==> src/rtl/definitions.sv <==
// Shared opcode constants, FSM state type and small helpers for the sequential ALU.
package definitions;

  localparam int OP_W = 5;

  localparam logic [OP_W-1:0] kADD = 5'd0;
  localparam logic [OP_W-1:0] kSUB = 5'd1;
  localparam logic [OP_W-1:0] kAND = 5'd2;
  localparam logic [OP_W-1:0] kXOR = 5'd3;
  localparam logic [OP_W-1:0] kSLL = 5'd4;
  localparam logic [OP_W-1:0] kSRL = 5'd5;
  localparam logic [OP_W-1:0] kCMP = 5'd6;
  localparam logic [OP_W-1:0] kMOV = 5'd7;
  localparam logic [OP_W-1:0] kLD  = 5'd8;
  localparam logic [OP_W-1:0] kADC = 5'd9;

  typedef enum logic [1:0] {IDLE, SHIFT, DONE} alu_state_t;

  function automatic logic is_shift_op(input logic [OP_W-1:0] op);
    return (op == kSLL) || (op == kSRL);
  endfunction

endpackage

==> src/rtl/alu_shifter.sv <==
// Iterative one-bit-per-cycle logical shifter; exposes the value and bit the next step produces.
// done is high in the cycle whose rising edge performs the final shift; reset discards any shift.
module alu_shifter #(
  parameter  int W   = 8,
  localparam int SHW = $clog2(W)
) (
  input  logic           clk,
  input  logic           rst_n,
  input  logic           load,
  input  logic           dir,
  input  logic [SHW-1:0] amount,
  input  logic [W-1:0]   data_in,
  output logic           done,
  output logic [W-1:0]   data_nxt,
  output logic           last_nxt
);

  logic [W-1:0]   sh_q;
  logic [SHW-1:0] cnt_q;
  logic           dir_q;

  // dir=1 shifts right; the bit leaving the register is what becomes the carry
  always_comb begin
    data_nxt = dir_q ? (sh_q >> 1) : (sh_q << 1);
    last_nxt = dir_q ? sh_q[0] : sh_q[W-1];
    done     = (cnt_q == SHW'(1));
  end

  always_ff @(posedge clk) begin
    if (!rst_n) begin
      sh_q  <= '0;
      cnt_q <= '0;
      dir_q <= 1'b0;
    end else if (load) begin
      sh_q  <= data_in;
      cnt_q <= amount;
      dir_q <= dir;
    end else if (cnt_q != '0) begin
      sh_q  <= data_nxt;
      cnt_q <= cnt_q - SHW'(1);
    end
  end

endmodule

==> src/rtl/seq_alu.sv <==
// Sequential ALU with persistent co/lt/z flags; 1-cycle ops, shifts take n cycles (bit per edge).
// Valid/ready both sides: result and flags hold in DONE until taken; in_ready is low while shifting.
module seq_alu
  import definitions::*;
#(
  parameter  int W   = 8,
  localparam int SHW = $clog2(W)
) (
  input  logic            clk,
  input  logic            rst_n,
  input  logic            in_valid,
  output logic            in_ready,
  input  logic [OP_W-1:0] op,
  input  logic [W-1:0]    in_a,
  input  logic [W-1:0]    in_b,
  output logic            out_valid,
  input  logic            out_ready,
  output logic [W-1:0]    rslt,
  output logic            co,
  output logic            lt,
  output logic            z
);

  alu_state_t     state, state_nxt;
  logic           accept;
  logic           start_shift;
  logic [SHW-1:0] shamt;

  logic [W:0]     sum;
  logic [W-1:0]   dp_rslt;
  logic           dp_co, dp_lt, dp_z;

  logic           sh_fin, sh_done, sh_last;
  logic [W-1:0]   sh_nxt;

  assign shamt       = in_b[SHW-1:0];
  assign in_ready    = (state == IDLE) || ((state == DONE) && out_ready);
  assign accept      = in_valid && in_ready;
  assign start_shift = accept && is_shift_op(op) && (shamt != '0);
  assign out_valid   = (state == DONE);
  assign sh_done     = (state == SHIFT) && sh_fin;

  alu_shifter #(.W(W)) u_shifter (
    .clk      (clk),
    .rst_n    (rst_n),
    .load     (start_shift),
    .dir      (op == kSRL),
    .amount   (shamt),
    .data_in  (in_a),
    .done     (sh_fin),
    .data_nxt (sh_nxt),
    .last_nxt (sh_last)
  );

  // Single-cycle datapath; ADC reads the registered co, which already holds any prior ADD's carry
  always_comb begin
    sum     = '0;
    dp_rslt = '0;
    dp_co   = co;
    dp_lt   = lt;
    dp_z    = z;
    case (op)
      kADD: begin
        sum     = {1'b0, in_a} + {1'b0, in_b};
        dp_rslt = sum[W-1:0];
        dp_co   = sum[W];
        dp_z    = (sum[W-1:0] == '0);
      end
      kADC: begin
        sum     = {1'b0, in_a} + {1'b0, in_b} + {{W{1'b0}}, co};
        dp_rslt = sum[W-1:0];
        dp_co   = sum[W];
        dp_z    = (sum[W-1:0] == '0);
      end
      kSUB: begin
        sum     = {1'b0, in_a} + {1'b0, ~in_b} + (W+1)'(1);
        dp_rslt = sum[W-1:0];
        dp_co   = sum[W];
        dp_z    = (sum[W-1:0] == '0);
      end
      kAND: begin
        dp_rslt = in_a & in_b;
        dp_z    = ((in_a & in_b) == '0);
      end
      kXOR: begin
        dp_rslt = in_a ^ in_b;
        dp_z    = ((in_a ^ in_b) == '0);
      end
      kSLL, kSRL: begin
        // only reached as a completing op for a zero shift amount
        dp_rslt = in_a;
        dp_z    = (in_a == '0);
      end
      kCMP: begin
        dp_z  = (in_a == in_b);
        dp_lt = (in_a < in_b);
      end
      kMOV: dp_rslt = in_a;
      kLD:  dp_rslt = in_a + in_b;
      default: dp_rslt = '0;
    endcase
  end

  always_comb begin
    state_nxt = state;
    case (state)
      IDLE: begin
        if (accept) state_nxt = start_shift ? SHIFT : DONE;
      end
      SHIFT: begin
        if (sh_done) state_nxt = DONE;
      end
      DONE: begin
        if (accept)         state_nxt = start_shift ? SHIFT : DONE;
        else if (out_ready) state_nxt = IDLE;
      end
      default: state_nxt = IDLE;
    endcase
  end

  always_ff @(posedge clk) begin
    if (!rst_n) begin
      state <= IDLE;
      rslt  <= '0;
      co    <= 1'b0;
      lt    <= 1'b0;
      z     <= 1'b0;
    end else begin
      state <= state_nxt;
      if (accept && !start_shift) begin
        rslt <= dp_rslt;
        co   <= dp_co;
        lt   <= dp_lt;
        z    <= dp_z;
      end else if (sh_done) begin
        rslt <= sh_nxt;
        co   <= sh_last;
        z    <= (sh_nxt == '0);
      end
    end
  end

endmodule

==> config.mk <==
export PLATFORM = sky130hd
export DESIGN_NAME = seq_alu
export DESIGN_NICKNAME = d
export VERILOG_FILES = /design/src/rtl/definitions.sv /design/src/rtl/alu_shifter.sv /design/src/rtl/seq_alu.sv
export SDC_FILE = /design/constraint.sdc
export NUM_CORES = 1
export LEC_CHECK = 0
export ABC_AREA = 1
export CORE_MARGIN = 2
export CORE_UTILIZATION = 55
export CTS_CLUSTER_SIZE = 8
export DETAILED_ROUTE_END_ITERATION = 10
export PLACE_DENSITY = 0.8
export RECOVER_POWER = 50
export SETUP_SLACK_MARGIN = 0.3
export SYNTH_ARGS = -nofsm -noshare
export SYNTH_HDL_FRONTEND = slang
export SYNTH_HIERARCHICAL = 1
export SYNTH_SLANG_ARGS = --single-unit
==> constraint.sdc <==
create_clock -name clk -period 5.2 [get_ports clk]
set_input_delay 0.78 -clock clk [delete_from_list [all_inputs] [get_ports clk]]
set_output_delay 0.78 -clock clk [all_outputs]
set_load 0.05 [all_outputs]
==> results.yml, run 1 <==
critical_path:
  critPathLaunchType: "primary input"
  cp_slowest_cell: "dlygate4sd3_1"
  cp.required_ps: 5370
  critPathTopFamily: "simple AND/OR/NAND/NOR gates"
  r2r_start: "state[0]"
  slowest_delay_ps: 590
  crit_chain: "dlygate4sd3_1 > inv_1 > nor3_1 > nand2_2 > nor3_4 > nor2_1 > inv_2 > nand2_1 > o21ai_1 > nor2_1 > nand2_1 > a21oi_1"
  arrival_ps: 3750
  cp_max_fo: 15
  critical_path_class: "in2reg"
  crit_start: "op[2]"
  crit_buf_inv: 3
  worstSetupEndpointType: "flip-flop"
finish:
  n_antenna_cell: 0
  drive_gt1_frac: 0.0536
  layout_commonest_cell: "nand2_1"
  fin_area_um2: 3340
  area_delta_synth_final_pct: 14.0
  finalNetCount: 590
  final_cell_mix: "nand2_1, inv_1, nand3_1, nor2_1, a21oi_1"
detailed_routing:
  post-route-drc-count: 0
  vias: 3412
  met2WireLength_um: 3710
  post_drt_wl_per_cell_um: 14.5
  ant_nets: 0
  dr.pass1.iters: 5
  wl_met3_um: 793
  routed_wl_um: 8840
  via_per_inst: 5.58
  drt-met1-wl_um: 4230
  drtIter0Drc: 339
  top_layer_used: "met4"
synthesis:
  synthSimpleGateAreaFrac: 0.450
  synth_xor_area_frac: 0.00598
  synthArstFlopShare: 0
  synth_compound_area_frac: 0.148
  synth_area_um2: 2930
  synth_edf_count: 0
  post_synth_fa_ha_maj_area_fraction: 0.103
  avgSynthCellArea_um2: 5.71
  ys_warn_count: 6
  yosysUniqueCellTypes: 38
  synthMuxAreaShare: 0
  synth_top_area_cell: "nand2_1"
  syn_nets: 561
  synth.top_cell.area_share: 0.196
  yosysSeqAreaShare: 0.171
  synth-seq-cells: 25
  synth_top_family_by_area: "simple AND/OR/NAND/NOR gates"
  synthTopCellsByArea: "nand2_1, dfxtp_1, nand3_1"
  synth_cells: 513
  synth-main-ff-cell: "dfxtp_1"
outcome:
  status: "completed"
clocking:
  clock_latency_ps: 270
  cts_sinks: 25
  ctsHoldBuffers: 0
  cts_buffer_depth: 2
  root_buffer: "clkbuf_8"
  cts_resized: 0
  cts_buffers: 3
  cts_tree: "done"
  cts.clk_slew.worst_paths_ps: 90
  ctsHtreeMaxLevel: 1
  cts_setup_buffers: 0
die:
  num_rows: 26
  io_pins: 38
  die_x_um: 77.0
  die-area_um2: 5930
  start_util: 0.570
  die_h_um: 77.0
  fp.coreArea_um2: 5140
global_routing:
  grt_pass1_wl_um: 14700
  track_usage: 0.305
  antenna_found_initial: 0
  grt_max_degree: 22
  grt_pass1_vias: 3110
  grt-ovfl-total: 0
flow_run:
  max-cap-violations: 0
hold_path:
  hold_path_class: "reg2reg"
  hold_start: "z"
power_and_ir_drop:
  p_leak_uw: 0.00169
  total_power_uw: 762
  vdd_drop_max_mv: 0.317
  power_density_nw_per_um2: 228
placement:
  hpwl_um: 7250
  io_buffer_count: 37
  globalplace.congestion: 0.975
  place_area_um2: 3310
sta:
  fmax_mhz: 279
  drv_slew: 0
  hold_violations: 0
  setup_viol: 0
  tightest_slew_ps: 819
  max_slew_margin: 0.452
  finalCriticalPeriod_ps: 3580
  period_share: 0.689
  tns_ps: 0
  rsz0062_at_grt: "false"
  skew_ps: 7.50
==> cell usage after synthesis, drive strengths merged, types with 2 or more instances <==
library cell / count
nor4: 6
nor3: 9
o21a: 2
o2111ai: 3
nand3: 57
fa: 2
nand4: 5
dfxtp: 25
ha: 21
a221oi: 3
nor2: 57
buf: 12
nand2: 160
nand3b: 4
inv: 72
o21ai: 33
a21oi: 31
==> cell type report <==
class / count / area [um2]
multi-input cells: 402 / 2060
inverters: 73 / 277
fillers: 538 / 1800
flip-flops and latches: 25 / 500
clock buffers: 3 / 41.3
repair buffers: 37 / 370
clock inverters: 1 / 5.00
well taps: 70 / 87.6
==> power breakdown <==
group | switching (uW) | leakage (uW) | total [uW] | internal, uW
logic | 275 | 0.00146 | 407 | 133
registers | 20.0 | 0.000205 | 238 | 218
clock network | 62.8 | 0.0000255 | 116 | 53.7
total | 358 | 0.00169 | 762 | 405
==> worst register-to-register path, stage by stage (launching register included) <==
cell and delay (ps):
dfxtp_1 360, a21oi_2 150, nand2_1 130, nor3_4 510, nor2_1 350, inv_2 230, nand2_1 280, o21ai_1 210
nor2_1 70, nand2_1 70, a21oi_1 50
==> kinds of logic (layout without fill, tap and decap cells) <==
| logic type | Yosys count | in the layout |
|---|---|---|
| XOR/XNOR | 2 | 2 |
| AND/OR/NAND/NOR | 300 | 300 |
| adder cells (fa/ha/maj) | 23 | 23 |
| AO/OA/AOI/OAI | 77 | 77 |
| buffers and inverters | 86 | 114 |
| flip-flops | 25 | 25 |
==> metrics by stage <==
step	instances	hold WS (ps)	setup WS, ps	util
after floorplan	513	455	2360	-
after global placement	607	457	1660	0.643
after detailed placement	607	460	1590	0.643
after CTS	611	474	1890	0.652
after global routing	611	499	1310	0.650
final	611	467	1620	0.650
==> path summary, 6_finish.rpt <==
| path | to | slack (ps) | depth (start not counted) |
|---|---|---|---|
| worst min register to register | z | 470 | 2 |
| worst max register to register | z | 2680 | 10 |
| worst max-delay path | z | 1620 | 12 |
| worst min-delay path | z | 470 | 2 |
==> state kept, by name, indices dropped and copies added, names as in the netlist <==
name,cells
co,1
lt,1
rslt,8
state,2
u_shifter/cnt_q,3
u_shifter/dir_q,1
u_shifter/sh_q,8
z,1
==> layer usage <==
metal / track usage / vias up
met5: 0 / -
met2: 0.468 / 151
met1: 0.455 / 1526
li1: - / 1722
met3: 0.0553 / 13
met4: 0.0464 / 0
Power figures use the tool's default switching activity.
==> run 2: changes to the inputs <==
==> constraint.sdc (replaced) <==
create_clock -name clk -period 3.3 [get_ports clk]
set_input_delay 0.495 -clock clk [delete_from_list [all_inputs] [get_ports clk]]
set_output_delay 0.495 -clock clk [all_outputs]
set_load 0.05 [all_outputs]
==> run 2 against run 1 <==
Global-route usage up 0.65 points. Via count increased by 0.79%. Setup slack got worse by 1200 ps.
==> results.yml, run 2 (synthesis results as in run 1) <==
outcome:
  status: "completed"
critical_path:
  arrival_ps: 3070
  worstSetupEndpointType: "flip-flop"
  reg2reg_setup_slack_ps: 970
  cp.required_ps: 3450
  cp_max_fo: 14
  critical_path_class: "in2reg"
  critPathLaunchType: "primary input"
clocking:
  ctsHoldBuffers: 0
  clock_latency_ps: 270
  cts_buffer_depth: 2
  cts_buffers: 3
  cts_tree: "done"
  cts_sinks: 25
  ctsHtreeMaxLevel: 1
  root_buffer: "clkbuf_8"
  cts.clk_slew.worst_paths_ps: 90
  cts_setup_buffers: 0
  cts_resized: 0
die:
  io_pins: 38
  fp.coreArea_um2: 5140
  die_h_um: 77.0
  die-area_um2: 5930
  die_x_um: 77.0
  num_rows: 26
  start_util: 0.570
sta:
  tightest_slew_ps: 734
  drv_slew: 0
  fmax_mhz: 342
  period_share: 0.885
  setup_slack_ps: 380
  max_slew_margin: 0.509
  finalCriticalPeriod_ps: 2920
  skew_ps: 7.55
  rsz0062_at_grt: "false"
  hold_violations: 0
  setup_viol: 0
  tns_ps: 0
power_and_ir_drop:
  power_density_nw_per_um2: 354
  seqPwrFrac: 0.311
  p_sw_frac: 0.467
  clkPwrFrac: 0.149
  p_leak_uw: 0.00174
  power.internal_uw: 645
  p_sw_uw: 565
  combPwrFrac: 0.540
  vdd_drop_max_mv: 0.429
global_routing:
  grt_max_degree: 22
  grt_pass1_wl_um: 15100
  antenna_found_initial: 0
  grt-ovfl-total: 0
  grt_pass1_vias: 3239
  track_usage: 0.312
finish:
  largest_registers: "rslt (8), u_shifter/sh_q (8), u_shifter/cnt_q (3)"
  finalNetCount: 598
  fin_area_um2: 3420
  instances_no_fill: 619
  n_fill_cell: 540
  final_cell_mix: "nand2_1, inv_1, nand3_1, nor2_1, a21oi_1"
  drive_gt1_frac: 0.0729
  n_antenna_cell: 0
  layout_commonest_cell: "nand2_1"
  area_delta_synth_final_pct: 16.8
placement:
  dp.cells: 615
  hpwl_um: 7420
  place_area_um2: 3370
  globalplace.congestion: 0.991
  io_buffer_count: 37
  preCtsSetupSlack_ps: 54.0
detailed_routing:
  post_drt_wl_per_cell_um: 14.6
  vias: 3439
  routed_wl_um: 9030
  drtIter0Drc: 341
  dr.pass1.iters: 5
  via_per_inst: 5.56
  post-route-drc-count: 0
  ant_nets: 0
flow_run:
  max-cap-violations: 0
hold_path:
  hold_path_class: "reg2reg"
run 2: metal layers:
layer | vias to the layer above | global-route usage | share of wire
met1 | 1538 | 0.434 | 0.47
met3 | 14 | 0.0776 | 0.094
met4 | 0 | 0.0821 | 0.021
met5 | - | 0 | 0
li1 | 1737 | - | -
met2 | 150 | 0.482 | 0.42
run 2: worst max-delay path: stages:
cell	delay [ps]
clkdlybuf4s50_1	530
inv_1	100
nor3_4	200
nand2_1	210
nor3_4	180
clkbuf_1	500
inv_1	370
o21ai_0	370
nor3_1	110
run 2: cell type report:
cell class	instances	area [um2]	area share
multi-input cells	402	2080	0.608
flip-flops and latches	25	500	0.146
repair buffers	45	432	0.126
inverters	73	277	0.0808
well taps	70	87.6	0.0256
clock buffers	3	41.3	0.0121
clock inverters	1	5.00	0.00146
run 2: final timing paths:
check,startpoint,to,cells after the start
setup reg to reg,state[0],u_shifter/cnt_q[0],7
hold / removal,z,z,2
setup / recovery,op[2],u_shifter/cnt_q[0],9
hold reg to reg,z,z,2
run 2: power by group through the flow:
stage / Combinational (uW) / Clock (uW) / Sequential [uW]
final: 653 / 181 / 376
after detailed placement: 641 / 0 / 382
after global placement: 630 / 0 / 380
after CTS: 644 / 186 / 375
after floorplan: 429 / 0 / 408
after global routing: 737 / 198 / 381
run 2: through the flow:
stage,hold slack (ps),utilization,power (uW)
6_report,491,0.666,1210
2_1_floorplan,455,-,837
5_1_grt,527,0.666,1320
3_3_place_gp,462,0.655,1010
4_1_cts,493,0.664,1210
3_5_place_dp,479,0.655,1020
==> run 3: changes to the inputs <==
--- a/config.mk
+++ b/config.mk
@@ -7,10 +7,9 @@
 export LEC_CHECK = 0
 export ABC_AREA = 1
 export CORE_MARGIN = 2
-export CORE_UTILIZATION = 55
+export CORE_UTILIZATION = 40
 export CTS_CLUSTER_SIZE = 8
 export DETAILED_ROUTE_END_ITERATION = 10
-export PLACE_DENSITY = 0.8
 export RECOVER_POWER = 50
 export SETUP_SLACK_MARGIN = 0.3
 export SYNTH_ARGS = -nofsm -noshare
==> run 3 against run 2 <==
Design area grew 0.91%. Setup slack lost 3.5 ps. Clock skew shrank 1.2 ps. Critical path type unchanged.
==> results.yml, run 3 (synthesis results as in run 1) <==
detailed_routing:
  vias: 3439
  post-route-drc-count: 0
  routed_wl_um: 9460
  dr.pass1.iters: 5
  post_drt_wl_per_cell_um: 14.6
  drtIter0Drc: 282
  ant_nets: 0
  via_per_inst: 5.31
clocking:
  cts_tree: "done"
  cts_buffer_depth: 2
  cts.clk_slew.worst_paths_ps: 90
  cts_setup_buffers: 0
  ctsHoldBuffers: 0
  root_buffer: "clkbuf_8"
  ctsHtreeMaxLevel: 1
  cts_resized: 0
  clock_latency_ps: 270
  cts_buffers: 3
  cts_sinks: 25
global_routing:
  grt-ovfl-total: 0
  grt_pass1_wl_um: 15000
  grt_max_degree: 15
  grt_pass1_vias: 3024
  track_usage: 0.240
  antenna_found_initial: 0
hold_path:
  hold_path_class: "reg2reg"
finish:
  n_fill_cell: 785
  layout_commonest_cell: "nand2_1"
  finish.utilization: 0.481
  area_delta_synth_final_pct: 17.8
  n_antenna_cell: 0
  final-seq-area_um2: 500
  instances_no_fill: 648
  multi_input_area_um2: 2070
  final_cell_mix: "nand2_1, inv_1, nand3_1, nor2_1, a21oi_1"
  largest_registers: "rslt (8), u_shifter/sh_q (8), u_shifter/cnt_q (3)"
  finalNetCount: 598
  drive_gt1_frac: 0.0710
critical_path:
  crit_chain: "dlygate4sd3_1 > inv_2 > nor3_4 > nand2_1 > nor3_4 > clkbuf_1 > inv_1 > nand2_1 > nor2_1 > nor2_1 > nor2_1"
  critPathTopFamily: "buffers and inverters"
  worstSetupEndpointType: "flip-flop"
  reg2reg_setup_slack_ps: 990
  arrival_ps: 3090
  cp.required_ps: 3470
  slowest_delay_ps: 610
  cp_slowest_cell: "dlygate4sd3_1"
  cp_common_cell: "nor2_1"
  crit_buf_inv: 4
  cp_max_fo: 14
  critical_path_class: "in2reg"
  critPathLaunchType: "primary input"
sta:
  whs_ps: 478
  rsz0062_at_grt: "false"
  max_slew_margin: 0.581
  drv_slew: 0
  tightest_slew_ps: 628
  finalCriticalPeriod_ps: 2920
  tns_ps: 0
  fmax_mhz: 342
  setup_viol: 0
  period_share: 0.886
  skew_ps: 6.39
  hold_violations: 0
die:
  die_x_um: 89.6
  num_rows: 31
  die-area_um2: 8030
  start_util: 0.408
  io_pins: 38
  die_h_um: 89.6
  fp.coreArea_um2: 7180
power_and_ir_drop:
  vdd_drop_max_mv: 0.308
  p_leak_uw: 0.00175
  total_power_uw: 1210
  power_density_nw_per_um2: 352
placement:
  hpwl_um: 7790
  globalplace.congestion: 0.971
  io_buffer_count: 37
  dp.cells: 644
flow_run:
  max-cap-violations: 0
outcome:
  status: "completed"
## run 3: cell count changes in the layout (fill, tap and decap cells not counted)
cell / change
inv_1: -2
dlygate4sd3_1: +1
dlymetal6s2s_1: +1
ha_1: +1
o21ai_1: -1
nor2_2: -1
o21ai_0: +1
ha_2: -1
fa_2: -1
fa_1: +1
inv_2: +2
clkdlybuf4s50_1: -2
nor2_1: +1
## run 3: metrics by stage
stage                     instance area (um2)  worst slack [ps]
after floorplan                          2930               746
after global placement                   3400               128
after detailed placement                 3400               106
after CTS                                3450               384
after global routing                     3450               189
final                                    3450               376
## run 3: final timing paths
| kind | end | depth (start not counted) | startpoint |
|---|---|---|---|
| hold reg to reg | z | 2 | z |
| setup / recovery | u_shifter/sh_q[5] | 11 | op[2] |
| setup reg to reg | u_shifter/sh_q[5] | 9 | state[0] |
| hold / removal | z | 2 | z |
## run 3: worst register-to-register path, cell delays in order (launching register included)
cell and delay, ps:
dfxtp_1 360, a21oi_2 150, nand2_1 140, nor3_4 200, clkbuf_1 510, inv_1 370, nand2_1 230, nor2_1 70
nor2_1 130, nor2_1 40
## run 3: routing by layer
metal	track usage	vias to the layer above	share of wire
li1	-	1736	-
met1	0.369	1564	0.47
met2	0.363	131	0.44
met3	0.0256	8	0.076
met4	0.0461	0	0.012
met5	0	-	0
## run 3: power by group
part / leakage [uW] / total, uW / internal [uW] / switching, uW
Combinational: 0.00152 / 654 / 216 / 439
Clock: 0.0000255 / 184 / 84.6 / 99.9
Sequential: 0.000205 / 375 / 344 / 31.3
Total: 0.00175 / 1210 / 644 / 570
## run 3: cell type report
cell class              count  area share
well taps                  99      0.0359
flip-flops and latches     25       0.145
multi-input cells         402       0.600
clock buffers               3      0.0120
clock inverters             1     0.00145
inverters                  73      0.0801
repair buffers             45       0.126
